==> config.mk <==
export PLATFORM = sky130hd
export DESIGN_NAME = bp_me_l2_dma_prefetch_arbiter
export DESIGN_NICKNAME = d
export VERILOG_FILES = /design/src/rtl/bp_me_l2_dma_prefetch_arbiter_pkg.sv /design/src/rtl/bp_me_l2_dma_prefetch_arbiter_if.sv /design/src/rtl/bp_me_l2_dma_prefetch_arbiter_return_router.sv /design/src/rtl/bp_me_l2_dma_prefetch_arbiter.sv
export SDC_FILE = /design/constraint.sdc
export NUM_CORES = 1
export LEC_CHECK = 0
export ABC_AREA = 1
export BUFFER_PORTS_ARGS = -buffer_cell sky130_fd_sc_hd__buf_2
export CAP_MARGIN = 40
export CORE_AREA = 8 8 177 179
export CTS_CLUSTER_DIAMETER = 120
export DETAILED_ROUTE_END_ITERATION = 10
export DIE_AREA = 0 0 185 187
export GPL_TIMING_DRIVEN = 0
export PLACE_DENSITY = 0.51
export SYNTH_ARGS = -nofsm -noshare
export SYNTH_HDL_FRONTEND = slang
export SYNTH_SLANG_ARGS = --single-unit
==> constraint.sdc <==
create_clock -name clk_i -period 4.35 [get_ports clk_i]
set_input_delay 0.2175 -clock clk_i [delete_from_list [all_inputs] [get_ports clk_i]]
set_output_delay 0.2175 -clock clk_i [all_outputs]
set_load 0.1 [all_outputs]
==> src/rtl/bp_me_l2_dma_prefetch_arbiter_pkg.sv <==
// Shared types for the per-bank L2 DMA demand/prefetch arbiter.
package bp_me_l2_dma_prefetch_arbiter_pkg;

  typedef enum logic {
    e_dest_demand   = 1'b0,
    e_dest_prefetch = 1'b1
  } bp_me_dma_dest_e;

  // bsg_cache_dma_pkt_s layout: {write_not_read, addr}
  function automatic int dma_pkt_width(input int daddr_width);
    return 1 + daddr_width;
  endfunction

endpackage

==> src/rtl/bp_me_l2_dma_prefetch_arbiter_if.sv <==
// Valid/ready beat stream used on the DMA fill return path.
interface bp_me_l2_dma_prefetch_arbiter_if #(
  parameter int width_p = 64
) ();

  logic [width_p-1:0] data;
  logic               v;
  logic               ready_and;

  modport master (output data, output v, input ready_and);
  modport slave  (input data, input v, output ready_and);

endinterface

==> src/rtl/bp_me_l2_dma_prefetch_arbiter_return_router.sv <==
// Destination tag FIFO, beat counter and fill demux: routes returning beats in
// read order to bsg_cache or to the prefetch block buffer.
module bp_me_l2_dma_prefetch_arbiter_return_router
  import bp_me_l2_dma_prefetch_arbiter_pkg::*;
#(
  parameter  int fills_per_block_p = 8,
  parameter  int max_outstanding_p = 4,
  localparam int occ_width_lp      = $clog2(max_outstanding_p + 1)
) (
  input  logic                             clk_i,
  input  logic                             reset_i,
  input  logic                             push_v_i,
  input  bp_me_dma_dest_e                  push_dest_i,
  bp_me_l2_dma_prefetch_arbiter_if.slave   dma_data_if,
  bp_me_l2_dma_prefetch_arbiter_if.master  demand_data_if,
  bp_me_l2_dma_prefetch_arbiter_if.master  pf_data_if,
  output logic [occ_width_lp-1:0]          occupancy_o,
  output logic                             idle_o
);

  localparam int ptr_width_lp = (max_outstanding_p > 1) ? $clog2(max_outstanding_p) : 1;
  localparam int cnt_width_lp = (fills_per_block_p > 1) ? $clog2(fills_per_block_p) : 1;

  bp_me_dma_dest_e         r_tags [max_outstanding_p];
  logic [ptr_width_lp-1:0] r_wr_ptr, r_rd_ptr;
  logic [occ_width_lp-1:0] r_count;
  logic [cnt_width_lp-1:0] r_beat;

  logic            w_empty, w_beat_acc, w_last, w_pop;
  bp_me_dma_dest_e w_head;

  function automatic logic [ptr_width_lp-1:0] ptr_inc(input logic [ptr_width_lp-1:0] p);
    return (p == ptr_width_lp'(max_outstanding_p - 1)) ? '0 : p + ptr_width_lp'(1);
  endfunction

  assign w_empty    = (r_count == '0);
  assign w_head     = r_tags[r_rd_ptr];
  assign w_beat_acc = dma_data_if.v & dma_data_if.ready_and;
  assign w_last     = (r_beat == cnt_width_lp'(fills_per_block_p - 1));
  assign w_pop      = w_beat_acc & w_last;

  assign demand_data_if.data = dma_data_if.data;
  assign pf_data_if.data     = dma_data_if.data;
  assign demand_data_if.v    = dma_data_if.v & ~w_empty & (w_head == e_dest_demand);
  assign pf_data_if.v        = dma_data_if.v & ~w_empty & (w_head == e_dest_prefetch);
  assign dma_data_if.ready_and = ~w_empty &
    ((w_head == e_dest_demand) ? demand_data_if.ready_and : pf_data_if.ready_and);

  assign occupancy_o = r_count;
  assign idle_o      = w_empty & (r_beat == '0);

  // NOTE: tag storage is left unreset; r_count alone decides which entries are live.
  always_ff @(posedge clk_i) begin
    if (push_v_i) r_tags[r_wr_ptr] <= push_dest_i;
  end

  // NOTE: non-blocking assignments so every register samples pre-edge values.
  always_ff @(posedge clk_i) begin
    if (reset_i) begin
      r_wr_ptr <= '0;
      r_rd_ptr <= '0;
      r_count  <= '0;
      r_beat   <= '0;
    end else begin
      if (push_v_i) r_wr_ptr <= ptr_inc(r_wr_ptr);
      if (w_pop)    r_rd_ptr <= ptr_inc(r_rd_ptr);
      if (push_v_i && !w_pop)      r_count <= r_count + occ_width_lp'(1);
      else if (!push_v_i && w_pop) r_count <= r_count - occ_width_lp'(1);
      if (w_beat_acc) r_beat <= w_last ? '0 : r_beat + cnt_width_lp'(1);
    end
  end

`ifndef SYNTHESIS
  a_no_beat_when_empty: assert property (@(posedge clk_i) disable iff (reset_i)
    !(dma_data_if.v && w_empty))
    else $error("fill beat returned with no read outstanding");
`endif

endmodule

==> src/rtl/bp_me_l2_dma_prefetch_arbiter.sv <==
// Per-bank arbiter sharing one L2 DMA channel between bsg_cache demand and prefetch.
// Optional statistics counters enabled by `define BP_ME_PF_ARB_STATS_EN.
module bp_me_l2_dma_prefetch_arbiter
  import bp_me_l2_dma_prefetch_arbiter_pkg::*;
#(
  parameter  int daddr_width_p       = 40,
  parameter  int l2_fill_width_p     = 64,
  parameter  int fills_per_block_p   = 8,
  parameter  int max_outstanding_p   = 4,
  parameter  int page_offset_width_p = 12,
  localparam int dma_pkt_width_lp    = dma_pkt_width(daddr_width_p)
) (
  input  logic                        clk_i,
  input  logic                        reset_i,
  input  logic [dma_pkt_width_lp-1:0] demand_pkt_i,
  input  logic                        demand_v_i,
  output logic                        demand_yumi_o,
  input  logic [dma_pkt_width_lp-1:0] pf_pkt_i,
  input  logic [daddr_width_p-1:0]    pf_base_addr_i,
  input  logic                        pf_v_i,
  output logic                        pf_yumi_o,
  input  logic                        pf_disable_i,
  output logic [dma_pkt_width_lp-1:0] dma_pkt_o,
  output logic                        dma_pkt_v_o,
  input  logic                        dma_pkt_ready_and_i,
  input  logic [l2_fill_width_p-1:0]  dma_data_i,
  input  logic                        dma_data_v_i,
  output logic                        dma_data_ready_and_o,
  output logic [l2_fill_width_p-1:0]  demand_data_o,
  output logic                        demand_data_v_o,
  input  logic                        demand_data_ready_and_i,
  output logic [l2_fill_width_p-1:0]  pf_data_o,
  output logic                        pf_data_v_o,
  input  logic                        pf_data_ready_and_i,
  output logic                        idle_o,
  output logic [31:0]                 pf_issued_o,
  output logic [31:0]                 pf_dropped_o,
  output logic [31:0]                 demand_issued_o
);

  localparam int occ_width_lp = $clog2(max_outstanding_p + 1);

  logic [occ_width_lp-1:0] w_occupancy, w_free;
  logic w_demand_read, w_page_ok;
  logic w_demand_grant, w_pf_grant, w_pf_accept, w_pf_drop, w_push_v;
  bp_me_dma_dest_e w_push_dest;
  logic w_unused;

  assign w_unused = ^{pf_pkt_i[dma_pkt_width_lp-1], pf_base_addr_i[page_offset_width_p-1:0]};

  assign w_free        = occ_width_lp'(max_outstanding_p) - w_occupancy;
  assign w_demand_read = ~demand_pkt_i[dma_pkt_width_lp-1];
  assign w_page_ok     = (pf_pkt_i[daddr_width_p-1:page_offset_width_p]
                          == pf_base_addr_i[daddr_width_p-1:page_offset_width_p]);

  // NOTE: every always_comb output gets a default first so no latch is inferred.
  always_comb begin
    w_demand_grant = 1'b0;
    w_pf_grant     = 1'b0;
    dma_pkt_o      = '0;
    w_push_dest    = e_dest_demand;

    // Demand keeps the last slot to itself: prefetch needs two free.
    w_demand_grant = demand_v_i & (~w_demand_read | (w_free >= occ_width_lp'(1)));
    w_pf_grant     = ~demand_v_i & pf_v_i & ~pf_disable_i & w_page_ok
                   & (w_free >= occ_width_lp'(2));

    if (w_demand_grant)  dma_pkt_o = demand_pkt_i;
    else if (w_pf_grant) begin
      dma_pkt_o   = pf_pkt_i;
      w_push_dest = e_dest_prefetch;
    end
  end

  assign dma_pkt_v_o   = w_demand_grant | w_pf_grant;
  assign demand_yumi_o = w_demand_grant & dma_pkt_ready_and_i;
  assign w_pf_accept   = w_pf_grant & dma_pkt_ready_and_i;
  assign w_pf_drop     = pf_v_i & ~w_page_ok;
  assign pf_yumi_o     = w_pf_accept | w_pf_drop;
  assign w_push_v      = (demand_yumi_o & w_demand_read) | w_pf_accept;

  bp_me_l2_dma_prefetch_arbiter_if #(.width_p(l2_fill_width_p)) ret_if ();
  bp_me_l2_dma_prefetch_arbiter_if #(.width_p(l2_fill_width_p)) dem_if ();
  bp_me_l2_dma_prefetch_arbiter_if #(.width_p(l2_fill_width_p)) pf_if ();

  assign ret_if.data          = dma_data_i;
  assign ret_if.v             = dma_data_v_i;
  assign dma_data_ready_and_o = ret_if.ready_and;
  assign demand_data_o        = dem_if.data;
  assign demand_data_v_o      = dem_if.v;
  assign dem_if.ready_and     = demand_data_ready_and_i;
  assign pf_data_o            = pf_if.data;
  assign pf_data_v_o          = pf_if.v;
  assign pf_if.ready_and      = pf_data_ready_and_i;

  bp_me_l2_dma_prefetch_arbiter_return_router #(
    .fills_per_block_p (fills_per_block_p),
    .max_outstanding_p (max_outstanding_p)
  ) u_router (
    .clk_i          (clk_i),
    .reset_i        (reset_i),
    .push_v_i       (w_push_v),
    .push_dest_i    (w_push_dest),
    .dma_data_if    (ret_if),
    .demand_data_if (dem_if),
    .pf_data_if     (pf_if),
    .occupancy_o    (w_occupancy),
    .idle_o         (idle_o)
  );

`ifdef BP_ME_PF_ARB_STATS_EN
  logic [31:0] r_pf_issued, r_pf_dropped, r_demand_issued;

  always_ff @(posedge clk_i) begin
    if (reset_i) begin
      r_pf_issued     <= '0;
      r_pf_dropped    <= '0;
      r_demand_issued <= '0;
    end else begin
      if (w_pf_accept   && r_pf_issued     != '1) r_pf_issued     <= r_pf_issued + 32'd1;
      if (w_pf_drop     && r_pf_dropped    != '1) r_pf_dropped    <= r_pf_dropped + 32'd1;
      if (demand_yumi_o && r_demand_issued != '1) r_demand_issued <= r_demand_issued + 32'd1;
    end
  end

  assign pf_issued_o     = r_pf_issued;
  assign pf_dropped_o    = r_pf_dropped;
  assign demand_issued_o = r_demand_issued;
`else
  assign pf_issued_o     = '0;
  assign pf_dropped_o    = '0;
  assign demand_issued_o = '0;
`endif

endmodule

; ---- Word level (Yosys, flattened, before mapping)
; Memory sizes are Yosys's and may differ from the RTL's. A register that Yosys moved wholly into a read port is not among the register bits.
; Index checks and enable logic that the tools add are counted.
[op_classes]
n_addsub = 6
n_lt_le_gt_ge = 2
eq_ne = 4
n_mux = 14
bitwise = 26
reduce_logical = 7
[op_table]
columns = op, count
row1 = 41-bit 2-to-1 mux, 2
row2 = 28-bit == test, 1
row3 = 1-bit AND, 16
row4 = 3-bit 2-to-1 mux, 3
row5 = 2-bit 2-to-1 mux, 4
row6 = "3-bit by 1-bit adder with 3-bit output, second input constant", 2
row7 = 3-bit logical NOT, 2
row8 = 1-bit inverter, 6
row9 = 1-bit 2-to-1 mux, 5
row10 = "2-bit by 1-bit adder with 2-bit output, second input constant", 2
row11 = "2-bit == test, second input constant", 2
row12 = 1-bit OR, 4
row13 = "3-bit == test, second input constant", 1
row14 = "3-bit by 1-bit >= comparator with 1-bit output, second input constant", 1
row15 = "3-bit by 2-bit >= comparator with 1-bit output, second input constant", 1
row16 = "3-bit by 1-bit subtractor with 3-bit output, second input constant", 1
row17 = "3-bit subtractor, first input constant", 1
row18 = 1-bit logical AND, 2
row19 = 1-bit logical NOT, 2
row20 = 2-bit nonzero test, 1
[word_totals]
ff_bits = 10
mem_bits_rw = 4
out_inout_bits = 272
word_cells = 64
n_memories = 1
[mem_list]
columns = name, words, word_bits, read_ports, rd_ports_with_merged_regs, write_ports, line
row1 = u_router.r_tags, 4, 1, 1, 1, 1, bp_me_l2_dma_prefetch_arbiter_return_router.sv:24  ; bp_me_dma_dest_e r_tags [max_outstanding_p];

; ---- Logic depth before layout (Yosys ltp)
[depth]
word_depth = 11
mapped_depth = 18

; ---- Hierarchy
; Synthesis repeated with hierarchy kept, for this count alone.
[hier_totals]
cells_unflattened = 620
hier_area_um2 = 3837.4
[by_module_without_submodules]
columns = module, instances, cells_per_inst, area_each_um2, seq_area_each_um2
row1 = bp_me_l2_dma_prefetch_arbiter, 1, 388, 2000.7, 0.0
row2 = bp_me_l2_dma_prefetch_arbiter_return_router, 1, 232, 1836.8, 360.3

; ---- Worst setup path before layout
; OpenSTA, ideal clock, no wires.
[synth_path]
kind = flip-flop to flip-flop
from = reg u_router.r_count[0] (netlist: u_router.occupancy_o[0])
to = reg u_router.r_count[2] (netlist: u_router.occupancy_o[2])
setup_time_ps = 70
arrival_time_ps = 3980
path_slack_ps = 301
stages_incl_launch_ff = 19
path_buffers = 0
period_less_slack_ps = 4049
path_cell_list = dfxtp_1 inv_1 ha_1 ha_1 inv_1 nor2_1 a31oi_1 inv_1 nor2_1 nand2_1 nand2_2 ha_1 inv_1 fa_1 nor2_1 nor2_1 nand2_1 o21ai_0 a21oi_1
[synth_between]
elab_chain_cells = 10
word_cells_on_any_way = 24
classes_between = add/sub (3) / order compare (2) / mux (2) / bitwise (11) / reduce/logical (6)
[synth_lines]
columns = element, line
row1 = "start, declared", bp_me_l2_dma_prefetch_arbiter_return_router.sv:26  ; logic [occ_width_lp-1:0] r_count;
row2 = "start signal, assigned", bp_me_l2_dma_prefetch_arbiter_return_router.sv:67  ; if (push_v_i && !w_pop) r_count <= r_count + occ_width_lp'(1);
row3 = "start signal, assigned", bp_me_l2_dma_prefetch_arbiter_return_router.sv:68  ; else if (!push_v_i && w_pop) r_count <= r_count - occ_width_lp'(1);
row4 = 3-bit subtractor (*), bp_me_l2_dma_prefetch_arbiter.sv:51  ; assign w_free = occ_width_lp'(max_outstanding_p) - w_occupancy;
row5 = 3-bit by 1-bit >= comparator with 1-bit output (*), bp_me_l2_dma_prefetch_arbiter.sv:64  ; w_demand_grant = demand_v_i & (~w_demand_read | (w_free >= occ_width_lp'(1)));
row6 = 1-bit OR (*), bp_me_l2_dma_prefetch_arbiter.sv:64
row7 = 1-bit AND (*), bp_me_l2_dma_prefetch_arbiter.sv:64
row8 = 1-bit AND (*), bp_me_l2_dma_prefetch_arbiter.sv:76  ; assign demand_yumi_o = w_demand_grant & dma_pkt_ready_and_i;
row9 = net demand_yumi_o, bp_me_l2_dma_prefetch_arbiter.sv:17  ; output logic demand_yumi_o,
row10 = 1-bit AND (*), bp_me_l2_dma_prefetch_arbiter.sv:80  ; assign w_push_v = (demand_yumi_o & w_demand_read) | w_pf_accept;
row11 = 1-bit OR (*), bp_me_l2_dma_prefetch_arbiter.sv:80
row12 = net u_router.push_v_i, bp_me_l2_dma_prefetch_arbiter_return_router.sv:12  ; input logic push_v_i,
row13 = 1-bit logical NOT, bp_me_l2_dma_prefetch_arbiter_return_router.sv:68
row14 = 1-bit logical AND, bp_me_l2_dma_prefetch_arbiter_return_router.sv:68
row15 = 2-bit nonzero test (no source line), n/a
; The timed path passes the listed nets; every way through them passes the cells marked *. The select of a mux whose other input is x is not followed.
; A chain may end at the register's enable or synchronous reset.

; ---- Worst setup path in the final report
[layout_path]
from = reg u_router.r_count[0] (netlist: u_router.occupancy_o[0])
to = out dma_pkt_o[29]
[layout_between]
elab_chain_cells = 5
word_cells_on_any_way = 8
classes_between = add/sub (1) / order compare (2) / mux (2) / bitwise (3)
[layout_lines]
columns = element, line
row1 = 3-bit subtractor (*), bp_me_l2_dma_prefetch_arbiter.sv:51
row2 = 3-bit by 2-bit >= comparator with 1-bit output / 3-bit by 1-bit >= comparator with 1-bit output (equally long branches), "bp_me_l2_dma_prefetch_arbiter.sv:66, bp_me_l2_dma_prefetch_arbiter.sv:64"
row3 = 1-bit AND / 1-bit OR (equally long branches), "bp_me_l2_dma_prefetch_arbiter.sv:66, bp_me_l2_dma_prefetch_arbiter.sv:64"
row4 = 41-bit 2-to-1 mux / 1-bit AND (equally long branches), "bp_me_l2_dma_prefetch_arbiter.sv:69, bp_me_l2_dma_prefetch_arbiter.sv:64"
row5 = 41-bit 2-to-1 mux (*), bp_me_l2_dma_prefetch_arbiter.sv:68  ; if (w_demand_grant) dma_pkt_o = demand_pkt_i;
row6 = "end, declared", bp_me_l2_dma_prefetch_arbiter.sv:23  ; output logic [dma_pkt_width_lp-1:0] dma_pkt_o,
; Mark *: on every way between the ends. The rest lies on a longest branch, timed or not.

==> results <==
- Clock-pin slew was measured on the worst setup and hold paths at 50 ps.
- The part of the cycle the worst path needs is 79.4%.
- Counting distinct cell types in the post-synthesis netlist gives 27.
- The layer flagged by global routing as most heavily used is met2.
- The total count of hold-check failures in the final report is 0.
- For this run, design rule violations remaining after detail routing come to 0.
- Tracing the worst setup path back leads to its startpoint at u_router.occupancy_o[0].
- The post-route minimum period is 3450 ps.
- Using the TritonRoute via totals, the vias-per-cell ratio works out to 3.06.
- The transition time at the pin with the least slew margin is 573 ps.
- Entering global routing, the biggest net connects 14 pins.
- TritonCTS built the clock tree.
- sky130_fd_sc_hd__buf_4 takes more of the synthesized area than any other cell.
- The number of warnings reported in the yosys synthesis log is 0.
- The share of synthesized area occupied by flip-flops and latches is 10.1%.
- The register bit total from synthesis is 16.
- The area share of the leading cell type in the synthesized netlist is 47.0%.
- The clock net in this run drives a total of 16 sinks.
- The critical path goes through inv_1 -> ha_1 -> ha_1 -> inv_1 -> nor3_1 -> nor4_1 -> nand2_1 -> clkbuf_2 -> o21ai_0 -> buf_2.
- Buffers added to address setup during post-CTS repair amount to 0.
- Detailed placement finished with a half-perimeter wire length of 15600 um.
- Routability-driven placement finished with a final weighted congestion of 0.737.
- The maximum clock skew at final layout is 4.12 ps.
- The proportion of layout cells with a drive suffix above 1 is 56.4%.
- The path class of the lowest-slack min-delay path is in -> reg.
- During placement, the flow inserted port buffers numbering 294.
- The terminus of the critical flop-to-flop path is u_router.occupancy_o[2].
- The post-CTS resize count is 0.
- In this run the number of cells on the critical path is 10.
- The floorplan step set the die height to 187 um.
- The register-to-register setup slack is 1290 ps.
- The I/O pin count is 467.
- The CTS root buffer is sky130_fd_sc_hd__clkbuf_16.
- By instance count, the leading cell after synthesis is sky130_fd_sc_hd__buf_4.
- The count of final max-slew check failures is 0.
- The via count of the first global-routing pass was 4172.
- The first TritonRoute pass finished after 4 iterations.
- The final layout net count is 1155.
- Derived from the worst setup path, the maximum achievable clock frequency is 290 MHz.
- After detailed routing, the average wire length per cell comes to 12.4 um.
- The tool flagged a number of max-cap violations equal to 0.
- The initial DRC count is 82.
- The commonest cells after synthesis are 224 x sky130_fd_sc_hd__buf_4, 110 x sky130_fd_sc_hd__nand2_1, 64 x sky130_fd_sc_hd__inv_1.
- Summed over all cells, the static leakage comes to 3.74 nW.
- The count of cells along the worst register-to-register path is 18.
- The type of the worst setup path is reg -> out.
- The standard-cell row count is 62.
- In this run the remaining antenna-violating nets after routing total 0.
- Global routing consumed, on the met3 layer, 2.97% of the routing resources.
- In this run the number of H-tree levels came out at 1.
- The most used flip-flop cell after synthesis is sky130_fd_sc_hd__dfxtp_1.
- The synthesized area per cell is 6.49 um^2.
- Ranked by total cell area, the synthesized netlist is headed by sky130_fd_sc_hd__buf_4 47%, sky130_fd_sc_hd__nand2_1 12%, sky130_fd_sc_hd__dfxtp_1 6.7%, sky130_fd_sc_hd__inv_1 6.7%, sky130_fd_sc_hd__a22o_1 4.9%.
- At the worst endpoint, the required time is 4130 ps.
- The share of synthesized registers carrying an async set or reset is 0%.
- The number of antenna violations at the first check in global routing is 3.
- The clock reaches the later pin of the worst-skew pair after 250 ps.
- The die extent in x is 185 um.
- The clock passes through at most 2 buffers.
- The dominant delay contributor by cell family on the critical path is buffers and inverters.
- The critical-path cell with the highest stage delay is sky130_fd_sc_hd__buf_2.
- Setup total negative slack on the finished layout was measured at 0 ps.
- Setup repair after global routing left no endpoint under its margin.
- STA classifies the critical path endpoint as an output pin.
- The total congestion overflow after global routing is 0.
- The starting utilization of the core area is 12.6%.
- The power density over cell area is 308 nW/um^2.
- The first global-routing pass estimated 23400 um of wire.
- The worst setup path is launched from a flip-flop.
- In this run the worst setup path terminates at dma_pkt_o[29].
- The biggest fanout along the worst timing path is 10.
- The total clock buffers created by CTS is 3.
- The data arrival at the endpoint of the critical path is 3240 ps.
- Synthesis handed over a netlist of 551 instances.
- The tightest hold path in the finished design has a slack of 145 ps.
- Global routing consumed, on the met1 layer, 8.41% of the routing resources.
- The total global routing track utilization is 8.62%.
- Compared with the post-synthesis result, the final layout area differs by 67.0%.
- The final route contains 4069 vias.
- The design draws 0.00184 W.
- The mapped cell area is 3580 um^2.
- The number of buffers and inverters on the critical path is 4.
- VDD sags by at most 0.149 mV.
- The met2 track utilization from global routing is 17.5%.
- For this run, the slowest stage of the critical path takes 470 ps.
- The placeable core region is 28400 um^2.
- In this run, post-CTS hold repair placed 0 buffers.
- The run finished with clean final reports.
- For this block, the routed nets add up to 16500 um of wire.
- The normalized max-slew margin is 61.4%.
- The die area is 34600 um^2.
- The critical register-to-register path startpoint is u_router.occupancy_o[0].
- The setup violation total in the final timing report is 0.
- The number of enable-type register cells in the synthesized netlist is 4.
- The filler cell count in the final layout is 3254.
where the power goes:
part           leakage [nW]  internal [W]  switching (W)
Combinational          3.56      0.000278        0.00123
Clock                0.0385      0.000122      0.0000564
Sequential            0.138      0.000156     0.00000337
logic make-up (layout without fill, tap and decap cells):
kind of cell               Yosys count  count (layout)  share of synthesized area (%)
AOI/OAI and AO/OA                   59              59                           10.6
xor gates and xnor gates             8               8                           1.96
adders and majority gates           14              14                           5.11
buffers and inverters              299             598                           55.3
DFF                                 16              16                           10.1
other                                1              97                          0.105
and+or+nand+nor                    154             154                           16.8
final cells by class:
| cell class | instances | area [um^2] | area share [%] |
|---|---|---|---|
| inverter | 67 | 251 | 4.21 |
| antenna | 1 | 2.50 | 0.0419 |
| multi-input combinational | 331 | 1590 | 26.7 |
| sequential | 16 | 360 | 6.03 |
| timing repair buffer | 295 | 1480 | 24.7 |
| clock inverter | 1 | 3.75 | 0.0628 |
| clock buffer | 3 | 75.1 | 1.26 |
| tap | 384 | 480 | 8.04 |
| buffer | 232 | 1730 | 28.9 |
metrics by stage:
stage	util [%]	std cells	area (um^2)	setup WS, ps
3_3_place_gp	20.7	1324	5890	826
2_1_floorplan	-	646	3940	301
5_1_grt	21.0	1330	5980	620
6_report	21.0	1330	5980	897
4_1_cts	21.0	1329	5970	839
3_5_place_dp	20.8	1325	5890	1140
per-layer routing:
layer,share of wire (%),wire [um]
met1,34,5610
met2,55,9050
met3,11,1790
met4,0.31,52
met5,0.079,13
layout by cell type, fill, tap and decap left out, drive strengths merged:
master and count:
nor4 1, inv 67, edfxtp 4, nand3 8
o21ai 29, fa 1, nor2 31, a21oi 9
conb 96, a31oi 1, buf 522, clkbuf 8
a22o 20, nor3 2, xnor2 8, nand2 111
nor3b 1, clkinv 1, diode 1, dfxtp 12
ha 13
worst min path at each step:
stage	startpoint	end	slack, ps	cells after the start
floorplan	reset_i	u_router.r_beat[2]	290	1
global placement	reset_i	u_router.r_beat[2]	400	2
detailed placement	reset_i	u_router.r_beat[2]	390	2
CTS	reset_i	u_router.r_beat[2]	130	2
global route	reset_i	u_router.r_beat[2]	140	2
finish	reset_i	u_router.r_beat[2]	140	2
worst reg2reg max path, stage by stage (launching register included):
cell                      delay, ps
sky130_fd_sc_hd__dfxtp_1        400
sky130_fd_sc_hd__inv_1          120
sky130_fd_sc_hd__ha_1           220
sky130_fd_sc_hd__ha_1           270
sky130_fd_sc_hd__inv_1           70
sky130_fd_sc_hd__nor2_1          40
sky130_fd_sc_hd__a31oi_1        360
sky130_fd_sc_hd__inv_1          110
sky130_fd_sc_hd__nor2_1         170
sky130_fd_sc_hd__nand2_1        120
sky130_fd_sc_hd__nand2_2        120
sky130_fd_sc_hd__ha_1           150
sky130_fd_sc_hd__inv_1           70
sky130_fd_sc_hd__fa_1           380
sky130_fd_sc_hd__nor2_1         110
sky130_fd_sc_hd__nor2_1          40
sky130_fd_sc_hd__nand2_1         70
sky130_fd_sc_hd__o21ai_0         70
sky130_fd_sc_hd__a21oi_1        120
No activity file was read; power rests on OpenSTA's default activity.
